<file path="src/rtl/uart_rx_fifo_if.sv">
// rtl/uart_rx_fifo_if.sv - Uart receive handshake and FIFO read-side bundle (optional UART_RX_FIFO_PARITY_DROP_EN adds perr_count)
interface uart_rx_fifo_if #(
  parameter int DATA_WIDTH = 8,
  parameter int DEPTH      = 16
);
  localparam int CW = $clog2(DEPTH) + 1;

  // Uart receiver handshake
  logic                  RxInterrupt;
  logic [DATA_WIDTH-1:0] ReceivedData;
  logic                  ParityError;
  logic                  ClearInterrupt;

  // Consumer side
  logic                  pop;
  logic [DATA_WIDTH:0]   fifo_data;
  logic                  empty;
  logic                  full;
  logic [CW-1:0]         count;
  logic                  overflow;
  logic                  clear_overflow;
`ifdef UART_RX_FIFO_PARITY_DROP_EN
  logic [7:0]            perr_count;
`endif

`ifdef UART_RX_FIFO_PARITY_DROP_EN
  // Buffer view
  modport slave (
    input  RxInterrupt, ReceivedData, ParityError, pop, clear_overflow,
    output ClearInterrupt, fifo_data, empty, full, count, overflow, perr_count
  );
  // Uart + consumer view
  modport master (
    output RxInterrupt, ReceivedData, ParityError, pop, clear_overflow,
    input  ClearInterrupt, fifo_data, empty, full, count, overflow, perr_count
  );
`else
  // Buffer view
  modport slave (
    input  RxInterrupt, ReceivedData, ParityError, pop, clear_overflow,
    output ClearInterrupt, fifo_data, empty, full, count, overflow
  );
  // Uart + consumer view
  modport master (
    output RxInterrupt, ReceivedData, ParityError, pop, clear_overflow,
    input  ClearInterrupt, fifo_data, empty, full, count, overflow
  );
`endif
endinterface

</file>
<file path="src/rtl/uart_rx_fifo.sv">
// rtl/uart_rx_fifo.sv - Uart receive capture FSM feeding a FWFT FIFO (optional UART_RX_FIFO_PARITY_DROP_EN)
module uart_rx_fifo #(
  parameter int DATA_WIDTH = 8,
  parameter int DEPTH      = 16
) (
  input  logic           clk,
  input  logic           reset,
  uart_rx_fifo_if.slave  bus
);
  localparam int AW = $clog2(DEPTH);
  localparam int CW = AW + 1;
  localparam int WW = DATA_WIDTH + 1;

  typedef enum logic [1:0] {
    IDLE    = 2'd0,
    CAPTURE = 2'd1,
    ACK     = 2'd2
  } state_t;

  state_t          state;
  logic [WW-1:0]   hold;
  logic            clear_int;
  logic [WW-1:0]   mem [DEPTH];
  logic [AW-1:0]   wr_ptr;
  logic [AW-1:0]   rd_ptr;
  logic [CW-1:0]   count;
  logic            overflow;
  logic            is_full;
  logic            is_empty;
  logic            push_req;
  logic            do_push;
  logic            do_pop;
  logic            drop;
  logic [WW-1:0]   wr_word;
`ifdef UART_RX_FIFO_PARITY_DROP_EN
  logic [7:0]      perr_count;
  logic            perr_discard;
`endif

  assign is_full  = (count == CW'(DEPTH));
  assign is_empty = (count == '0);

`ifdef UART_RX_FIFO_PARITY_DROP_EN
  // Bytes flagged with a parity error are acknowledged but never stored.
  assign perr_discard = (state == CAPTURE) && hold[WW-1];
  assign push_req     = (state == CAPTURE) && !hold[WW-1];
  assign wr_word      = {1'b0, hold[DATA_WIDTH-1:0]};
`else
  assign push_req     = (state == CAPTURE);
  assign wr_word      = hold;
`endif

  // A pop on an empty FIFO is a no-op; a pop on a full FIFO frees the slot
  // for a push landing in the same cycle.
  assign do_pop  = bus.pop && !is_empty;
  assign do_push = push_req && (!is_full || do_pop);
  assign drop    = push_req && !do_push;

  // Capture FSM: latch the byte, push it, then hold the acknowledge until the
  // Uart drops RxInterrupt so each assertion yields exactly one byte.
  always_ff @(posedge clk or negedge reset) begin
    if (!reset) begin
      state     <= IDLE;
      hold      <= '0;
      clear_int <= 1'b0;
    end else begin
      case (state)
        IDLE: begin
          clear_int <= 1'b0;
          if (bus.RxInterrupt) begin
            hold  <= {bus.ParityError, bus.ReceivedData};
            state <= CAPTURE;
          end
        end
        CAPTURE: begin
          clear_int <= 1'b1;
          state     <= ACK;
        end
        ACK: begin
          if (!bus.RxInterrupt) begin
            clear_int <= 1'b0;
            state     <= IDLE;
          end else begin
            clear_int <= 1'b1;
          end
        end
        default: begin
          clear_int <= 1'b0;
          state     <= IDLE;
        end
      endcase
    end
  end

  // Storage array; contents need no reset because empty masks the head.
  always_ff @(posedge clk) begin
    if (do_push) begin
      mem[wr_ptr] <= wr_word;
    end
  end

  // Pointers wrap naturally; count tracks occupancy so full and empty are unambiguous.
  always_ff @(posedge clk or negedge reset) begin
    if (!reset) begin
      wr_ptr <= '0;
      rd_ptr <= '0;
      count  <= '0;
    end else begin
      if (do_push) begin
        wr_ptr <= wr_ptr + AW'(1);
      end
      if (do_pop) begin
        rd_ptr <= rd_ptr + AW'(1);
      end
      case ({do_push, do_pop})
        2'b10:   count <= count + CW'(1);
        2'b01:   count <= count - CW'(1);
        default: count <= count;
      endcase
    end
  end

  // Sticky overflow; a drop in the same cycle as a clear keeps it set.
  always_ff @(posedge clk or negedge reset) begin
    if (!reset) begin
      overflow <= 1'b0;
    end else if (drop) begin
      overflow <= 1'b1;
    end else if (bus.clear_overflow) begin
      overflow <= 1'b0;
    end
  end

`ifdef UART_RX_FIFO_PARITY_DROP_EN
  // Saturating tally of bytes discarded for parity errors.
  always_ff @(posedge clk or negedge reset) begin
    if (!reset) begin
      perr_count <= '0;
    end else if (perr_discard && (perr_count != 8'hFF)) begin
      perr_count <= perr_count + 8'd1;
    end
  end

  assign bus.perr_count = perr_count;
`endif

  assign bus.ClearInterrupt = clear_int;
  assign bus.fifo_data      = is_empty ? '0 : mem[rd_ptr];
  assign bus.empty          = is_empty;
  assign bus.full           = is_full;
  assign bus.count          = count;
  assign bus.overflow       = overflow;

endmodule

</file>
<file path="src/flat_wrapper.sv">
// flat-port wrapper written by rule: the top's interface ports become plain ports
module uart_rx_fifo_flat 
#(
  parameter int DATA_WIDTH = 8,
  parameter int DEPTH      = 16
)
  (clk, reset, bus_RxInterrupt, bus_ReceivedData, bus_ParityError, bus_pop, bus_clear_overflow, bus_ClearInterrupt, bus_fifo_data, bus_empty, bus_full, bus_count, bus_overflow);
  uart_rx_fifo_if #(.DATA_WIDTH(DATA_WIDTH), .DEPTH(DEPTH)) bus_i ();
  input  logic clk;
  input  logic reset;
  input wire logic [$bits(bus_i.RxInterrupt)-1:0] bus_RxInterrupt;
  input wire logic [$bits(bus_i.ReceivedData)-1:0] bus_ReceivedData;
  input wire logic [$bits(bus_i.ParityError)-1:0] bus_ParityError;
  input wire logic [$bits(bus_i.pop)-1:0] bus_pop;
  input wire logic [$bits(bus_i.clear_overflow)-1:0] bus_clear_overflow;
  output wire logic [$bits(bus_i.ClearInterrupt)-1:0] bus_ClearInterrupt;
  output wire logic [$bits(bus_i.fifo_data)-1:0] bus_fifo_data;
  output wire logic [$bits(bus_i.empty)-1:0] bus_empty;
  output wire logic [$bits(bus_i.full)-1:0] bus_full;
  output wire logic [$bits(bus_i.count)-1:0] bus_count;
  output wire logic [$bits(bus_i.overflow)-1:0] bus_overflow;
  assign bus_i.RxInterrupt = bus_RxInterrupt;
  assign bus_i.ReceivedData = bus_ReceivedData;
  assign bus_i.ParityError = bus_ParityError;
  assign bus_i.pop = bus_pop;
  assign bus_i.clear_overflow = bus_clear_overflow;
  assign bus_ClearInterrupt = bus_i.ClearInterrupt;
  assign bus_fifo_data = bus_i.fifo_data;
  assign bus_empty = bus_i.empty;
  assign bus_full = bus_i.full;
  assign bus_count = bus_i.count;
  assign bus_overflow = bus_i.overflow;
  uart_rx_fifo #(.DATA_WIDTH(DATA_WIDTH), .DEPTH(DEPTH)) u_core (.clk(clk), .reset(reset), .bus(bus_i));
endmodule
</file>
<file path="config.mk">
export PLATFORM = sky130hd
export DESIGN_NAME = uart_rx_fifo_flat
export DESIGN_NICKNAME = d
export VERILOG_FILES = /design/src/rtl/uart_rx_fifo_if.sv /design/src/rtl/uart_rx_fifo.sv /design/src/flat_wrapper.sv
export SDC_FILE = /design/constraint.sdc
export NUM_CORES = 1
export LEC_CHECK = 0
export CAP_MARGIN = 10
export CORE_AREA = 5 5 114 116
export CTS_BUF_LIST = sky130_fd_sc_hd__clkbuf_8 sky130_fd_sc_hd__clkbuf_16
export CTS_CLUSTER_SIZE = 25
export DETAILED_ROUTE_END_ITERATION = 12
export DIE_AREA = 0 0 119 121
export PLACE_DENSITY = 0.78
export SLEW_MARGIN = 10
export SYNTH_ARGS = -nofsm -noshare
export SYNTH_HDL_FRONTEND = slang
export SYNTH_SLANG_ARGS = --single-unit
export TNS_END_PERCENT = 10
</file>
<file path="constraint.sdc">
create_clock -name clk -period 3.51 [get_ports clk]
set_clock_uncertainty 0.1 [all_clocks]
set_input_delay 1.053 -clock clk [delete_from_list [all_inputs] [get_ports clk]]
set_output_delay 1.053 -clock clk [all_outputs]
set_load 0.005 [all_outputs]
</file>
-- After elaboration in Yosys (flattened, before gate mapping)
Memory sizes are Yosys's and may differ from the RTL's.
Cells that the tools add are included.
- register bits: 26
- RAM bits: 144
- input port bits: 14
- output and inout port bits: 18
- word-level logic and storage cells: 43
- memories kept: 1
- add/subtract/negate cells: 4
- equal/unequal tests: 7
- muxes and demuxes: 11
- reductions and logical operators: 13
- memory list (name ; depth ; bits a word ; read ports ; clocked after Yosys merged registers in ; wr ports ; line ; RTL):
    u_core.mem ; 16 ; 9 ; 1 ; 0 ; 1 ; uart_rx_fifo.sv:23 ; logic [WW-1:0] mem [DEPTH];
- operators with widths (cell ; count):
    $pmux W5 S2 ; 1
    $mux W9 ; 1
    $add A4 B1 Y4 const B ; 2
    $pmux W2 S3 ; 1
    $add A5 B1 Y5 const B ; 1
    $eq A5 B5 Y1 const B ; 1
    $logic_not A5 Y1 ; 1
    $mux W1 ; 5
    $sub A5 B1 Y5 const B ; 1
    $eq A2 B1 Y1 const B ; 2
    $eq A2 B2 Y1 const B ; 2
    $mux W2 ; 2
    $ne A2 B2 Y1 const B ; 2
    $reduce_and A2 Y1 ; 2
    $reduce_bool A2 Y1 ; 2
    $logic_and A1 B1 Y1 ; 3
    $logic_not A1 Y1 ; 3
    $logic_not A2 Y1 ; 1
    $pmux W1 S2 ; 1
    $logic_or A1 B1 Y1 ; 1

-- Longest topological paths before layout
- depth in word-level cells: 8
- mapped depth: 14
- mapped depth without buffers: 12

-- Least setup slack after synthesis
Ideal clock, no wire load.
- kind: input-to-reg
- from: input bus_pop
- to: register u_core.count[4], in the netlist u_core.bus.count[4]
- library setup time: 0.128 ns
- arrival: 2.713 ns
- path slack: 0.569 ns
- stages: 12
- path buffers: 2
- cell sequence: inv_1 > a31oi_1 > buf_2 > inv_1 > ha_1 > buf_2 > xor2_1 > ha_1 > and3b_1 > o21ai_0 > a21oi_1 > xor2_1
- word-level cells in the longest chain between the ends: 5
- elaborated cells on any way between the ends: 7
- ends and longest elaborated chain (what ; line ; RTL):
    start, declared ; flat_wrapper.sv:14 ; input wire logic [$bits(bus_i.pop)-1:0] bus_pop;
    $logic_and A1 B1 Y1 * ; uart_rx_fifo.sv:55 ; assign do_pop = bus.pop && !is_empty;
    $logic_or A1 B1 Y1 ; uart_rx_fifo.sv:56 ; assign do_push = push_req && (!is_full || do_pop);
    $logic_and A1 B1 Y1 ; uart_rx_fifo.sv:56 ;
    $eq A2 B1 Y1 / $eq A2 B2 Y1 (equally long branches) ; uart_rx_fifo.sv:115 ; case ({do_push, do_pop})
    $pmux W5 S2 / $reduce_bool A2 Y1 (equally long branches) ; - ;
    end signal, assigned ; uart_rx_fifo.sv:116 ; 2'b10: count <= count + CW'(1);
    end signal, assigned ; uart_rx_fifo.sv:117 ; 2'b01: count <= count - CW'(1);
    end signal, assigned ; uart_rx_fifo.sv:118 ; default: count <= count;
    end, declared ; uart_rx_fifo.sv:26 ; logic [CW-1:0] count;
Every way passes the cells marked *; elsewhere a longest branch is shown, timed or not.
A chain may end at the register's enable or synchronous reset.

-- Worst setup path in the final report
- from: register u_core.rd_ptr[0]
- to: output bus_fifo_data[8]
- word-level cells in the longest chain between the ends: 2
- ends and longest elaborated chain (what ; line ; RTL):
    start, declared ; uart_rx_fifo.sv:25 ; logic [AW-1:0] rd_ptr;
    start signal, assigned ; uart_rx_fifo.sv:113 ; rd_ptr <= rd_ptr + AW'(1);
    $mem_v2 Z16 W9 ; - ;
    $mux W9 ; uart_rx_fifo.sv:148 ; assign bus.fifo_data = is_empty ? '0 : mem[rd_ptr];
    end, declared ; flat_wrapper.sv:17 ; output wire logic [$bits(bus_i.fifo_data)-1:0] bus_fifo_data;
Every way passes these cells.

==> run metrics <==
outcome finished, final reports clean; most frequent cell after synthesis edfxtp_1; Hold Path Stages 1; dpl ws 131 ps; crit path buf inv count 2; worst hold path class reg2reg; Synth area leaders edfxtp_1 62%, dfrtp_1 9.4%, mux4_2 9.1%; vias in the first global route 3759; sequential fraction of the synthesis area 71.7%; Final ANT Viol Nets 0; R2R Path Start u_core.bus.count[0]; Final GP Congestion 0.756; wire length of the first global-routing pass 21.8 mm; hold_buf cts 0; setup_tns 0 ps; Top delay family on crit path multiplexers; Main synth FF type edfxtp_1; Die ar. 14400 um^2; dpl hpwl 8.66 mm; CP Cell Sequence buf_6, mux4_1, mux2i_4, a211oi_2, dlygate4sd2_1; worst r2r path cells 11; syn_area_per_cell 19.6 um^2; PortBufs 31; Synth Instances 354; critical setup path kind reg2out; Synth area leader edfxtp_1; drt first pass iters 5; Netlist cell types 35; crit path capture type output pin; clk root buf clkbuf_16; Ports 32; Worst Path Arrival 2240 ps; CTS clk-pin slew, worst paths 60 ps; layout cell share with drive strength beyond 1 22.9%; final-report setup violation count 0; gr usage total 21.0%; Fin. Hold Viols 0; pwr/cell area 884 nW/um^2; DRC violations left 0; period utilisation layout 96.7%; max incr delay on CP 620 ps; Slew Limit Headroom 58.8%; H-tree levels 4; Layout Nets 437; Async SR Flop Fraction 15.3%; top cell type's share of synthesized area 62.3%; Via density 6.20; non-filler cells, final 571; vias 3539; hold path start u_core.bus.overflow; starting density of the core 58.7%; CP max FO 9; initial antenna violation count 0; Crit path required time 2360 ps; Hold EP u_core.bus.overflow; Critical Path Start Type flop; slowest CP cell mux4_1; grt total ovfl 0; Rows 40; Initial DRC Count 402; Final Max Tran Viols 0; placed insts 536; Final Power 7.20 mW; Leakage Power 2.98 nW; Netlist Area Pre-Place 6940 um^2; Top Layer Used met4; total of max-cap violations 0; WL met2 7.13 mm; yosys warns 0; Clock Latency Late Sink 420 ps; Sinks on Clock Net 170; TritonCTS clock tree yes; largest net degree at the start of global routing 35; reg-to-reg endpoint u_core.bus.count[4]; Total Wirelength 14.2 mm; Die Height 121 um; most instantiated cells after synthesis 144 x edfxtp_1, 28 x mux4_2, 26 x dfrtp_1; post-synth net total 380; wl on met1 5.77 mm; Post-synth EDFFs 144; setup ws final 117 ps; met3 WL 954 um; Core ar. 11800 um^2; ANT cells 0; Die Wd 119 um; Num CTS Buffers 17; clock buffer depth 2; drt wl/cell 24.8 um; Max Fclk 295 MHz; min Tclk post-route 3390 ps; Least-Margin Pin Slew 618 ps; Reg2Reg Setup Slack 860 ps; Max VDD drop 0.627 mV; Layout area overhead 17.4%; Yosys reg bits 170
## flip-flops by register name, summed over array words and instances, names as in the netlist
name	cells
u_core.bus.ClearInterrupt	1
u_core.bus.count	5
u_core.bus.overflow	1
u_core.hold	9
u_core.mem	144
u_core.rd_ptr	4
u_core.state	2
u_core.wr_ptr	4
## power by group
part | switching (mW) | internal [mW]
sequential | 0.472 | 2.76
clock | 0.713 | 1.02
combinational | 1.04 | 1.20
## routing by layer
| metal | vias to the layer above | track usage, % |
|---|---|---|
| met2 | 162 | 34.1 |
| met3 | 24 | 4.71 |
| met4 | 0 | 8.98 |
| met5 | - | 0 |
| li1 | 1541 | - |
| met1 | 1812 | 27.8 |
## layout by cell type (no fill, tap or decap), types with 3 or more instances in the layout
master and instances:
edfxtp_1 144, mux4_2 29, dfrtp_1 23, clkdlybuf4s50_1 22, clkbuf_16 17, buf_4 17
and3_1 16, inv_1 15, mux2i_1 15, ha_1 12, mux2_2 11, mux4_1 7
nor2b_1 7, xnor2_1 7, o22ai_1 6, nand2_1 6, xor2_1 6, dlymetal6s2s_1 6
o21ai_0 5, clkinv_1 5, a211oi_2 4, a21oi_1 4, dlygate4sd2_1 3, buf_12 3
dfrtp_2 3
## timing repair
action                     4_1_cts  5_1_grt
setup endpoints to repair        9        8
resized for setup               15       10
setup buffers                    3        0
pin swaps                        2        1
## cell type report
| cell class | count | area [um^2] |
|---|---|---|
| Sequential cell | 170 | 4980 |
| Fill cell | 739 | 3670 |
| Multi-Input combinational cell | 158 | 1860 |
| Timing Repair Buffer | 53 | 536 |
| Clock buffer | 17 | 425 |
| Tap cell | 147 | 184 |
| Clock inverter | 15 | 119 |
| Inverter | 11 | 41.3 |
## cells by family (layout without fill, tap and decap cells)
family                     count (synthesis)  count (layout)  synth area share, %
DFF                                      170             170                 71.7
muxes                                     63              63                 16.2
AOI/OAI and AO/OA                         26              26                 2.42
and+or+nand+nor                           44              44                 3.73
adders and majority gates                 12              12                 2.16
buffers and inverters                     26              96                 2.13
xor gates and xnor gates                  13              13                 1.64
## how the worst max path moves through the flow
stage | end | slack, ps | from | cells past startpoint
floorplan | u_core.bus.count[4] | 570 | bus_pop | 12
global route | bus_empty | -10 | u_core.bus.count[0] | 4
detailed placement | bus_fifo_data[8] | 130 | u_core.rd_ptr[0] | 5
finish | bus_fifo_data[8] | 120 | u_core.rd_ptr[0] | 5
global placement | bus_fifo_data[8] | 160 | u_core.rd_ptr[0] | 5
CTS | bus_fifo_data[6] | -40 | u_core.rd_ptr[0] | 6
## metrics by stage
stage / hold slack [ps] / utilization [%] / instance area, um^2
detailed placement: 424 / 63.5 / 7490
global route: 471 / 69.0 / 8140
finish: 438 / 69.0 / 8140
global placement: 390 / 63.5 / 7490
CTS: 439 / 68.6 / 8100
floorplan: 387 / - / 6940
No activity file was read; power rests on OpenSTA's default activity.
